==> src/rtl/lc3_arb_pkg.sv <==
// Shared types and default sizing for the LC-3 memory-port arbiter.
package lc3_arb_pkg;

  typedef enum logic [1:0] {
    IDLE,
    ACCESS,
    WAIT,
    DONE
  } arb_state_t;

  typedef enum logic {
    OWN_CPU,
    OWN_DBG
  } owner_t;

  localparam int ARB_AW      = 16;
  localparam int ARB_DW      = 16;
  localparam int ARB_MEM_LAT = 1;

endpackage

==> src/rtl/lc3_rr_pick2.sv <==
// Two-way round-robin picker: on a tie the requester that did not win last time is chosen.
module lc3_rr_pick2
  import lc3_arb_pkg::*;
(
  input  logic   cpu_elig,
  input  logic   dbg_elig,
  input  owner_t last_gnt,
  output logic   grant_valid,
  output owner_t owner
);

  always_comb begin
    grant_valid = cpu_elig || dbg_elig;
    owner       = OWN_CPU;
    if (cpu_elig && dbg_elig) begin
      owner = (last_gnt == OWN_CPU) ? OWN_DBG : OWN_CPU;
    end else if (dbg_elig) begin
      owner = OWN_DBG;
    end
  end

endmodule

==> src/rtl/lc3_mem_arbiter.sv <==
// Serializes CPU and debug req/ack transactions onto the single LC-3 memory port,
// with round-robin on contention and a debug-controlled halt of CPU traffic.
module lc3_mem_arbiter
  import lc3_arb_pkg::*;
#(
  parameter int AW      = ARB_AW,
  parameter int DW      = ARB_DW,
  parameter int MEM_LAT = ARB_MEM_LAT
) (
  input  logic          clk,
  input  logic          rst,
  input  logic          cpu_req,
  input  logic          cpu_we,
  input  logic [AW-1:0] cpu_addr,
  input  logic [DW-1:0] cpu_wdata,
  output logic          cpu_ack,
  output logic [DW-1:0] cpu_rdata,
  input  logic          dbg_req,
  input  logic          dbg_we,
  input  logic [AW-1:0] dbg_addr,
  input  logic [DW-1:0] dbg_wdata,
  output logic          dbg_ack,
  output logic [DW-1:0] dbg_rdata,
  input  logic          dbg_halt,
  output logic          cpu_halted,
  output logic          mem_en,
  output logic          mem_we,
  output logic [AW-1:0] mem_addr,
  output logic [DW-1:0] mem_wdata,
  input  logic [DW-1:0] mem_rdata,
  output logic          busy
);

  localparam logic [1:0] LAT_INIT = 2'(MEM_LAT - 1);

  arb_state_t    state;
  owner_t        owner_q;
  owner_t        last_gnt;
  owner_t        pick_owner;
  logic          we_q;
  logic [1:0]    lat_cnt;
  logic [DW-1:0] rdata_q;
  logic          cpu_elig;
  logic          grant_valid;
  logic          cpu_flight_nxt;
  logic          sel_we;
  logic [AW-1:0] sel_addr;
  logic [DW-1:0] sel_wdata;

  assign cpu_elig  = cpu_req && !dbg_halt;
  assign cpu_rdata = rdata_q;
  assign dbg_rdata = rdata_q;

  lc3_rr_pick2 u_pick (
    .cpu_elig    (cpu_elig),
    .dbg_elig    (dbg_req),
    .last_gnt    (last_gnt),
    .grant_valid (grant_valid),
    .owner       (pick_owner)
  );

  always_comb begin
    sel_we    = cpu_we;
    sel_addr  = cpu_addr;
    sel_wdata = cpu_wdata;
    if (pick_owner == OWN_DBG) begin
      sel_we    = dbg_we;
      sel_addr  = dbg_addr;
      sel_wdata = dbg_wdata;
    end
  end

  // A CPU transaction counts as in flight from grant until its DONE cycle ends.
  always_comb begin
    cpu_flight_nxt = 1'b0;
    case (state)
      IDLE:         cpu_flight_nxt = grant_valid && (pick_owner == OWN_CPU);
      ACCESS, WAIT: cpu_flight_nxt = (owner_q == OWN_CPU);
      default:      cpu_flight_nxt = 1'b0;
    endcase
  end

  always_ff @(posedge clk or negedge rst) begin
    if (!rst) begin
      state      <= IDLE;
      owner_q    <= OWN_CPU;
      last_gnt   <= OWN_CPU;
      we_q       <= 1'b0;
      lat_cnt    <= 2'd0;
      rdata_q    <= '0;
      mem_en     <= 1'b0;
      mem_we     <= 1'b0;
      mem_addr   <= '0;
      mem_wdata  <= '0;
      cpu_ack    <= 1'b0;
      dbg_ack    <= 1'b0;
      busy       <= 1'b0;
      cpu_halted <= 1'b0;
    end else begin
      mem_en     <= 1'b0;
      mem_we     <= 1'b0;
      cpu_ack    <= 1'b0;
      dbg_ack    <= 1'b0;
      cpu_halted <= dbg_halt && !cpu_flight_nxt;
      case (state)
        IDLE: begin
          if (grant_valid) begin
            owner_q   <= pick_owner;
            last_gnt  <= pick_owner;
            we_q      <= sel_we;
            mem_en    <= 1'b1;
            mem_we    <= sel_we;
            mem_addr  <= sel_addr;
            mem_wdata <= sel_wdata;
            busy      <= 1'b1;
            state     <= ACCESS;
          end
        end
        ACCESS: begin
          if (we_q) begin
            cpu_ack <= (owner_q == OWN_CPU);
            dbg_ack <= (owner_q == OWN_DBG);
            state   <= DONE;
          end else begin
            lat_cnt <= LAT_INIT;
            state   <= WAIT;
          end
        end
        WAIT: begin
          if (lat_cnt == 2'd0) begin
            rdata_q <= mem_rdata;
            cpu_ack <= (owner_q == OWN_CPU);
            dbg_ack <= (owner_q == OWN_DBG);
            state   <= DONE;
          end else begin
            lat_cnt <= lat_cnt - 2'd1;
          end
        end
        default: begin
          busy  <= 1'b0;
          state <= IDLE;
        end
      endcase
    end
  end

endmodule

==> config.mk <==
export PLATFORM = sky130hd
export DESIGN_NAME = lc3_mem_arbiter
export DESIGN_NICKNAME = d
export VERILOG_FILES = /design/src/rtl/lc3_arb_pkg.sv /design/src/rtl/lc3_rr_pick2.sv /design/src/rtl/lc3_mem_arbiter.sv
export SDC_FILE = /design/constraint.sdc
export NUM_CORES = 1
export LEC_CHECK = 0
export BUFFER_PORTS_ARGS = -buffer_cell sky130_fd_sc_hd__buf_2
export CAP_MARGIN = 30
export CORE_ASPECT_RATIO = 0.7
export CORE_MARGIN = 2
export CORE_UTILIZATION = 44
export DETAILED_ROUTE_END_ITERATION = 6
export GPL_ROUTABILITY_DRIVEN = 1
export PLACE_DENSITY_LB_ADDON = 0.12
export SLEW_MARGIN = 20
export SYNTH_ARGS = -nofsm -noshare
export SYNTH_HDL_FRONTEND = slang
export SYNTH_SLANG_ARGS = --single-unit
export TNS_END_PERCENT = 10
==> constraint.sdc <==
create_clock -name clk -period 2.1 [get_ports clk]
set_clock_uncertainty 0.1 [all_clocks]
set_input_delay 0.315 -clock clk [delete_from_list [all_inputs] [get_ports clk]]
set_output_delay 0.315 -clock clk [all_outputs]
set_load 0.05 [all_outputs]
==> results of run 1 <==
path summary, 6_finish.rpt:
check	start	to	depth (start not counted)
worst max-delay path	state[0]	state[0]	5
worst min-delay path	cpu_wdata[4]	mem_wdata[4]	2
worst max register to register	state[0]	state[0]	5
worst min register to register	lat_cnt[0]	lat_cnt[0]	1
max in group asynchronous	rst	mem_wdata[2]	3
min in group asynchronous	rst	mem_addr[5]	3
repair_timing:
item | 4_1_cts | 5_1_grt
resized for setup | 0 | 0
hold buffers | 1 | 0
hold endpoints to repair | 60 | 0
registers in the layout, summed over array words and instances, names as in the netlist, 2 cells and up:
name / flops
cpu_rdata: 16
lat_cnt: 2
mem_addr: 16
mem_wdata: 16
state: 2
stage by stage:
stage               utilization, %  std cells
floorplan                        -        213
global placement              57.1        422
detailed placement            57.1        422
CTS                           59.8        437
global route                  59.8        437
finish                        59.8        437
per-layer routing:
| metal | vias up | global-route usage, % |
|---|---|---|
| met5 | - | 0 |
| met4 | 0 | 6.39 |
| met3 | 8 | 6.81 |
| met2 | 81 | 29.8 |
| met1 | 1078 | 25.4 |
| li1 | 1066 | - |
layout make-up:
type,instances,area [µm²]
clock buffers,11,141
clock inverters,3,15.0
fillers,534,2480
inverters,7,26.3
multi-input cells,114,1000
flip-flops and latches,60,1500
well taps,78,97.6
repair buffers,164,893
logic make-up (layout without fill, tap and decap cells):
family	count (synthesis)	count (layout)
compound gates	44	44
fa+ha+maj	5	5
buf+inv	39	185
flops	60	60
mux	19	19
simple gates	46	46
synthesized netlist by cell type:
library cell	number
dfrtp_1	60
a221o_1	33
nor3b_1	33
mux2_2	18
buf_4	16
buf_2	11
inv_1	6
ha_1	5
buf_6	4
nand2_1	3
nor2b_1	3
a21oi_1	2
and3_1	2
nand2b_1	2
a21o_1	1
a31oi_1	1
and3b_1	1
clkbuf_2	1
inv_2	1
mux2i_1	1
nand3_1	1
nor2_1	1
o211a_1	1
o21a_1	1
o21ai_0	1
o21ai_2	1
o22a_1	1
o22ai_1	1
o2bb2ai_1	1
worst reg2reg max path, stage by stage (launching register included):
cell and delay (ns):
dfrtp_1 0.39, inv_1 0.08, ha_1 0.23, nor2b_1 0.15, a31oi_1 0.24, mux2_2 0.37
==> impl_metrics.json, run 1 <==
{
  "max-clock-path-buffers": 2,
  "drc_errors": 0,
  "drive_above_1_share_pct": 54.6,
  "cts_root_buffer": "clkbuf_8",
  "io_pins": 157,
  "fp.coreArea_mm2": 0.00616,
  "netlist.area_leader.share_pct": 54.4,
  "tightestPinTransition_ns": 0.311,
  "drt_iter0_drc": 88,
  "synth_fp_nets": 305,
  "path_max_fanout": 4,
  "grt_setup_unrepaired": "false",
  "setup_viol": 0,
  "r2r_slack_ns": 0.42,
  "firstDrtPassIters": 4,
  "critPathTopFamily": "flip-flops",
  "m1WireLength_um": 2940,
  "yosys_warnings": 0,
  "critPathSlowestCell": "dfrtp_1",
  "synth_seq_area_share_pct": 54.4,
  "mostFrequentLayoutCells": "buf_2 (156), dfrtp_1 (60), nor3b_1 (33), a221o_1 (33), mux2_2 (18)",
  "crit_buf_inv": 1,
  "final_common_cell": "buf_2",
  "hold_path_class": "in2reg",
  "post-cts-setup-buffers": 0,
  "status": "complete, no violations",
  "grt_max_degree": 61,
  "critical_path_class": "reg2reg",
  "synth_cell_types": 29,
  "vias": 2233,
  "clock_latency_ns": 0.33,
  "worstSetupEndpointType": "register",
  "htreeDepth": 3,
  "pre_cts_slack_ns": 0.441,
  "tns_ns": 0,
  "maxCapViolations": 0,
  "slew_viol_final": 0,
  "nets": 448,
  "place_area_mm2": 0.00351,
  "finalCriticalPeriod_ns": 1.68,
  "cts_num_sinks": 60,
  "top_layer": "met4",
  "area_growth_syn_to_layout_pct": 33.4,
  "met2_length_um": 2980,
  "num_rows": 24,
  "wl_met3_um": 428,
  "start_util_pct": 44.8,
  "cp_cell_sequence": "inv_1 -> ha_1 -> nor2b_1 -> a31oi_1 -> mux2_2",
  "final_cell_area_mm2": 0.00368,
  "ys_seq_elements": 60,
  "synth-compound-area-share_pct": 14.8,
  "crit_arrival_ns": 1.79,
  "fin_ws_ns": 0.423,
  "portBuffers": 156,
  "cts_buffers": 9,
  "antenna_left": 0,
  "synth_mux_area_share_pct": 7.71,
  "final-hold-violation-count": 0,
  "start_kind": "register",
  "syn_avg_cell_area_um2": 12.9,
  "antenna_cells": 0,
  "synthTopCellsByArea": "dfrtp_1 (54%), a221o_1 (12%), nor3b_1 (9.0%)",
  "max_stage_delay_ns": 0.39,
  "max_freq_mhz": 596,
  "drt-total-wl_um": 6460,
  "viasPerCell": 5.11,
  "synthAdderAreaFrac_pct": 2.27,
  "die_area_mm2": 0.00693,
  "synth_top_family_by_area": "compound AO/OA/AOI/OAI gates",
  "place_hpwl_um": 4620,
  "grt.overflow.total": 0,
  "first_global_vias": 2153,
  "grt_util_all_layers_pct": 19.2,
  "die_x_um": 98.6,
  "syn_area_mm2": 0.00276,
  "post-route-period-util_pct": 79.9,
  "grt_pass1_wl_um": 10400,
  "cts.clk_slew.worst_paths_ns": 0.06,
  "antenna_found_initial": 0,
  "synthCells": 213,
  "hold_slack_ns": 0.110,
  "wl_per_cell_um": 14.8,
  "gp_congestion": 0.706,
  "die_y_um": 70.2,
  "synth_area_leader_cell": "dfrtp_1",
  "synthXorXnorAreaFrac_pct": 0,
  "cp.required_ns": 2.21,
  "synthSimpleGateAreaFrac_pct": 11.6,
  "cts_tree": "built",
  "max_slew_margin_pct": 79.2
}
Power of run 1 is left out: the tool's default activity adds up to more than one toggle a clock period on the data nets, which glitch-free logic cannot reach.
==> run 2: changes to the inputs <==
- ABC_AREA: default -> 1
- clock period: 2.1 -> 1.65 ns (I/O delays scaled with it)
==> run 2 against run 1 <==
Sequential share of layout area down 1.0 points. Critical endpoint is now mem_wdata[6]. Global-route usage up 1.7 points. Cell area up 2.6%. Highest routed layer unchanged. Flip-flop and latch count unchanged. Critical path type unchanged. Die area down 1.2%. Critical path depth up 2.
==> impl_metrics.json, run 2 <==
{
  "status": "complete, no violations",
  "viasPerCell": 4.56,
  "crit_path_end": "mem_wdata[6]",
  "tns_ns": 0,
  "gp_congestion": 0.801,
  "synth_edf_count": 0,
  "synth_cell_types": 22,
  "synthCells": 320,
  "grt_util_all_layers_pct": 20.9,
  "r2r_slack_ns": 0.14,
  "cts.clk_slew.worst_paths_ns": 0.07,
  "netlist.area_leader.share_pct": 55.1,
  "place_hpwl_um": 4960,
  "area_growth_syn_to_layout_pct": 38.7,
  "power_leakage_nw": 2.16,
  "final-hold-violation-count": 0,
  "grt_setup_unrepaired": "false",
  "fillCellCount": 553,
  "yosysMostFrequentCell": "nand2_1",
  "fp.coreArea_mm2": 0.00584,
  "htreeDepth": 3,
  "synthTopCellsByCount": "nand2_1 (158), dfrtp_1 (60), nand3_1 (35)",
  "grt_max_degree": 61,
  "synth_area_leader_cell": "dfrtp_1",
  "syn_area_mm2": 0.00272,
  "mostFrequentLayoutCells": "nand2_1 (158), buf_2 (156), dfrtp_1 (60), nand3_1 (35), inv_1 (11)",
  "yosys_warnings": 0,
  "critPathSlowestCell": "dfrtp_1",
  "max-clock-path-buffers": 2,
  "die_x_um": 98.0,
  "grt.overflow.total": 0,
  "final_common_cell": "nand2_1",
  "cts_num_sinks": 60,
  "post-route-period-util_pct": 91.8,
  "cts_resized": 0,
  "num_rows": 23,
  "cts_buffers": 9,
  "synth_seq_area_share_pct": 55.1,
  "vias": 2534,
  "antenna_cells": 0,
  "cp_cell_sequence": "inv_1 -> ha_1 -> inv_2 -> nor2_4 -> buf_12 -> nand2_1 -> nand3_1",
  "worstReg2RegStart": "state[0]",
  "cp.required_ns": 1.82,
  "synthTopCellsByArea": "dfrtp_1 (55%), nand2_1 (22%), nand3_1 (6.4%)",
  "maxCapViolations": 0,
  "firstDrtPassIters": 4,
  "slew_viol_final": 0,
  "ys_seq_elements": 60,
  "drive_above_1_share_pct": 38.7,
  "syn_avg_cell_area_um2": 8.51,
  "wl_per_cell_um": 12.5,
  "tightestPinTransition_ns": 0.324,
  "r2r-end": "mem_wdata[6]",
  "critical_path_class": "reg2reg",
  "ys.flop_type": "dfrtp_1",
  "drc_errors": 0,
  "crit_start": "state[0]",
  "die_area_mm2": 0.00684,
  "die_y_um": 69.8,
  "start_kind": "register",
  "cts_hold_buf": 8,
  "rr_worst_depth": 7,
  "io_pins": 157,
  "drt_iter0_drc": 149,
  "finalCriticalPeriod_ns": 1.51,
  "pre_cts_slack_ns": 0.133,
  "cts_root_buffer": "clkbuf_8",
  "post-cts-setup-buffers": 0,
  "synth_fp_nets": 412,
  "crit_arrival_ns": 1.68,
  "fin_ws_ns": 0.136,
  "path_max_fanout": 34,
  "portBuffers": 156,
  "first_global_vias": 2407,
  "max_slew_margin_pct": 78.4,
  "antenna_left": 0,
  "worstSetupEndpointType": "register",
  "max_freq_mhz": 660,
  "grt_pass1_wl_um": 11400,
  "cts_tree": "built",
  "synth-async-reset-ratio_pct": 100,
  "start_util_pct": 46.6,
  "clock_latency_ns": 0.33,
  "max_stage_delay_ns": 0.42,
  "antenna_found_initial": 0,
  "vdd_drop_max_mv": 1.17,
  "hold_path_class": "in2reg",
  "setup_viol": 0,
  "power_density_mw_per_mm2": 2500,
  "drt-total-wl_um": 6970,
  "nets": 568
}
[run 2: cell types whose count changed after synthesis, moves of 3 or more]
cell,delta
nand2_1,+155
nand3_1,+34
a221o_1,-33
nor3b_1,-33
mux2_2,-18
buf_2,-10
buf_4,+6
inv_1,+5
nor2b_1,-3
o21ai_0,+3
[run 2: routing by layer]
metal	vias to the layer above	GRT usage, %	wire length, µm
met5	-	0	0
li1	1298	-	-
met3	4	6.65	458
met4	0	6.33	34
met1	1142	28.8	3240
met2	90	31.9	3240
[run 2: layout make-up]
class | instances | area (µm²) | share of cell area, %
Tap cell | 75 | 93.8 | 2.49
Inverter | 15 | 56.3 | 1.49
Timing Repair Buffer | 172 | 976 | 25.8
Multi-Input combinational cell | 218 | 957 | 25.3
Clock inverter | 6 | 63.8 | 1.69
Clock buffer | 10 | 128 | 3.38
Sequential cell | 60 | 1500 | 39.8
[run 2: how the worst min path moves through the flow]
stage | to | from | cells past startpoint | slack, ns
final | cpu_rdata[0] | mem_rdata[0] | 3 | 0.02
after global routing | cpu_rdata[9] | mem_rdata[9] | 3 | 0.003
after CTS | mem_addr[12] | cpu_addr[12] | 3 | 0.001
after detailed placement | cpu_rdata[3] | rst | 2 | 0.18
after global placement | state[1] | rst | 2 | 0.18
after floorplan | busy | rst | 0 | -0.15
[run 2: logic make-up (layout without fill, tap and decap cells)]
family / after synthesis / after routing / share of synthesized area [%]
flip-flops: 60 / 60 / 55.1
AO/OA/AOI/OAI: 13 / 13 / 3.08
adder cells (fa/ha/maj): 5 / 5 / 2.30
buffers and inverters: 42 / 203 / 9.70
AND/OR/NAND/NOR: 200 / 200 / 29.8
[run 2: power by group]
group          internal, W  switching (W)  leakage [nW]  total, W
Clock             0.000697       0.000585        0.0927   0.00128
Sequential         0.00216       0.000396         0.748   0.00255
Combinational      0.00129        0.00430          1.32   0.00559
[run 2: worst max-delay path, delay by kind of cell, from the launching register on]
family / cells / cell delay (ns)
and+or+nand+nor: 3 / 0.29
buffers and inverters: 3 / 0.40
DFF: 1 / 0.42
adders and majority gates: 1 / 0.23
[run 2: through the flow]
stage / power, W / cells / hold slack, ns / utilization, % / area (µm²)
floorplan: 0.00705 / 320 / -0.148 / - / 2720
global placement: 0.00812 / 530 / 0.177 / 59.6 / 3480
detailed placement: 0.00817 / 530 / 0.177 / 59.6 / 3480
CTS: 0.00951 / 554 / 0.00105 / 64.3 / 3760
global route: 0.0100 / 556 / 0.00280 / 64.6 / 3780
finish: 0.00942 / 556 / 0.0158 / 64.6 / 3780
No activity file was read; power rests on OpenSTA's default activity.
==> run 3: changes to the inputs <==
- ABC_AREA: 1 -> default
==> run 3 against run 2 <==
Setup slack worse by 0.096 ns. First-iteration DRC count down 31%. Utilization down 1.4 points. Wire length grew 2.5%. Non-clock buffer count decreased by 4.
==> impl_metrics.json, run 3 (synthesis gave the netlist of run 1 again) <==
{
  "tightestPinTransition_ns": 0.320,
  "rr_worst_depth": 4,
  "seqPwrFrac_pct": 25.3,
  "fp.coreArea_mm2": 0.00616,
  "max_slew_margin_pct": 78.7,
  "dp_cells": 424,
  "cp_cell_sequence": "ha_4 -> nor2b_1 -> a31oi_1 -> mux2_2",
  "min-delay-start": "cpu_we",
  "crit_arrival_ns": 1.73,
  "vdd_drop_max_mv": 1.45,
  "fillCellCount": 486,
  "htreeDepth": 3,
  "die_y_um": 70.2,
  "setup_viol": 0,
  "p_sw_w": 0.00513,
  "drive_above_1_share_pct": 57.5,
  "clkPwrFrac_pct": 16.3,
  "seqCellArea_mm2": 0.00150,
  "crit_buf_inv": 0,
  "post-route-period-util_pct": 97.6,
  "drc_errors": 0,
  "power_leakage_nw": 1.97,
  "cts_root_buffer": "clkbuf_8",
  "status": "complete, no violations",
  "die_area_mm2": 0.00693,
  "io_pins": 157,
  "hold_path_class": "in2reg",
  "cts.clk_slew.worst_paths_ns": 0.07,
  "cts_buffers": 9,
  "r2r_slack_ns": 0.04,
  "r2r-end": "state[1]",
  "critical_path_class": "reg2reg",
  "holdPathStages": 2,
  "area_growth_syn_to_layout_pct": 41.1,
  "final_cells": 443,
  "vias": 2287,
  "drt_iter0_drc": 103,
  "nets": 452,
  "num_rows": 24,
  "worstReg2RegStart": "state[1]",
  "final-hold-violation-count": 0,
  "first_global_vias": 2181,
  "combPwrFrac_pct": 58.4,
  "start_util_pct": 44.8,
  "wl_per_cell_um": 16.1,
  "mostFrequentLayoutCells": "buf_2 (156), dfrtp_1 (60), a221o_1 (33), nor3b_1 (31), mux2_2 (18)",
  "pre_cts_slack_ns": 0.0143,
  "antenna_left": 0,
  "portBuffers": 156,
  "grt_pass1_wl_um": 11300,
  "drt-total-wl_um": 7140,
  "worstSetupEndpointType": "register",
  "antenna_found_initial": 0,
  "switching_share_pct": 50.5,
  "slew_viol_final": 0,
  "antenna_cells": 0,
  "max_stage_delay_ns": 0.44,
  "grt.overflow.total": 0,
  "finalCriticalPeriod_ns": 1.61,
  "grt_setup_unrepaired": "false",
  "critPathTopFamily": "flip-flops",
  "fin_ws_ns": 0.0396,
  "max-clock-path-buffers": 2,
  "grt_util_all_layers_pct": 20.7,
  "firstDrtPassIters": 4,
  "max_freq_mhz": 621,
  "min_to": "mem_we",
  "place_hpwl_um": 4930,
  "cts_num_sinks": 60,
  "multi_input_area_mm2": 0.00105,
  "viasPerCell": 5.16,
  "gp_congestion": 0.796,
  "die_x_um": 98.6,
  "grt_max_degree": 61,
  "start_kind": "register",
  "critPathSlowestCell": "dfrtp_1",
  "cts_tree": "built",
  "power_density_mw_per_mm2": 2610,
  "path_max_fanout": 4,
  "maxCapViolations": 0,
  "cp.required_ns": 1.77,
  "clock_latency_ns": 0.33,
  "final_common_cell": "buf_2",
  "p_int_w": 0.00503
}
## run 3: cell count changes in the layout (fill, tap and decap cells not counted), moves of 7 or more
| cell | change |
|---|---|
| dlygate4sd3_1 | -9 |
| nand3_1 | -34 |
| nand2_1 | -157 |
| inv_1 | -7 |
| nor3b_1 | +31 |
| mux2_2 | +18 |
| a221o_1 | +33 |
## run 3: worst reg2reg max path, stage by stage (launching register included)
cell,delay [ns]
dfrtp_1,0.44
ha_4,0.20
nor2b_1,0.14
a31oi_1,0.25
mux2_2,0.37
## run 3: area by class of cell
cell class,count,share of cell area (%)
multi-input combinational,114,27.0
inverter,7,0.675
timing repair buffer,168,24.8
clock inverter,4,2.44
tap,78,2.51
clock buffer,12,3.99
sequential,60,38.6
## run 3: worst max path at each step
stage / to / depth (start not counted) / startpoint
2_1_floorplan: mem_addr[0] / 7 / state[0]
3_3_place_gp: state[1] / 5 / state[0]
3_5_place_dp: mem_wdata[10] / 6 / state[1]
4_1_cts: mem_wdata[10] / 6 / state[1]
5_1_grt: state[0] / 4 / state[1]
6_report: state[1] / 4 / state[1]
## run 3: power groups by stage
stage	clock network [W]	registers, W	logic [W]
6_report	0.00166	0.00257	0.00593
3_3_place_gp	0	0.00256	0.00574
2_1_floorplan	0	0.00474	0.00248
4_1_cts	0.00169	0.00256	0.00580
3_5_place_dp	0	0.00258	0.00579
5_1_grt	0.00176	0.00266	0.00621
## run 3: per-stage QoR
step	area (µm²)	hold slack, ns	total power (W)	setup TNS (ns)	util (%)
4_1_cts	3820	0.0143	0.0101	-0.000695	62.0
6_report	3890	0.0344	0.0102	0	63.2
3_5_place_dp	3560	0.180	0.00837	0	57.8
2_1_floorplan	2760	-0.148	0.00722	0	-
3_3_place_gp	3560	0.182	0.00831	0	57.8
5_1_grt	3890	0.0276	0.0106	0	63.2
## run 3: layer usage
metal,wire length [µm],share of wire [%],track usage (%)
met5,0,0,0
met4,51,0.71,5.02
met3,517,7.2,6.81
met2,3230,45,29.9
met1,3340,47,30.5
## run 3: repair_timing
action | CTS | global route
setup buffers | 0 | 1
resized for setup | 1 | 9
setup endpoints to repair | 2 | 35
hold endpoints to repair | 60 | 0
gates cloned | 0 | 1
hold buffers | 1 | 0
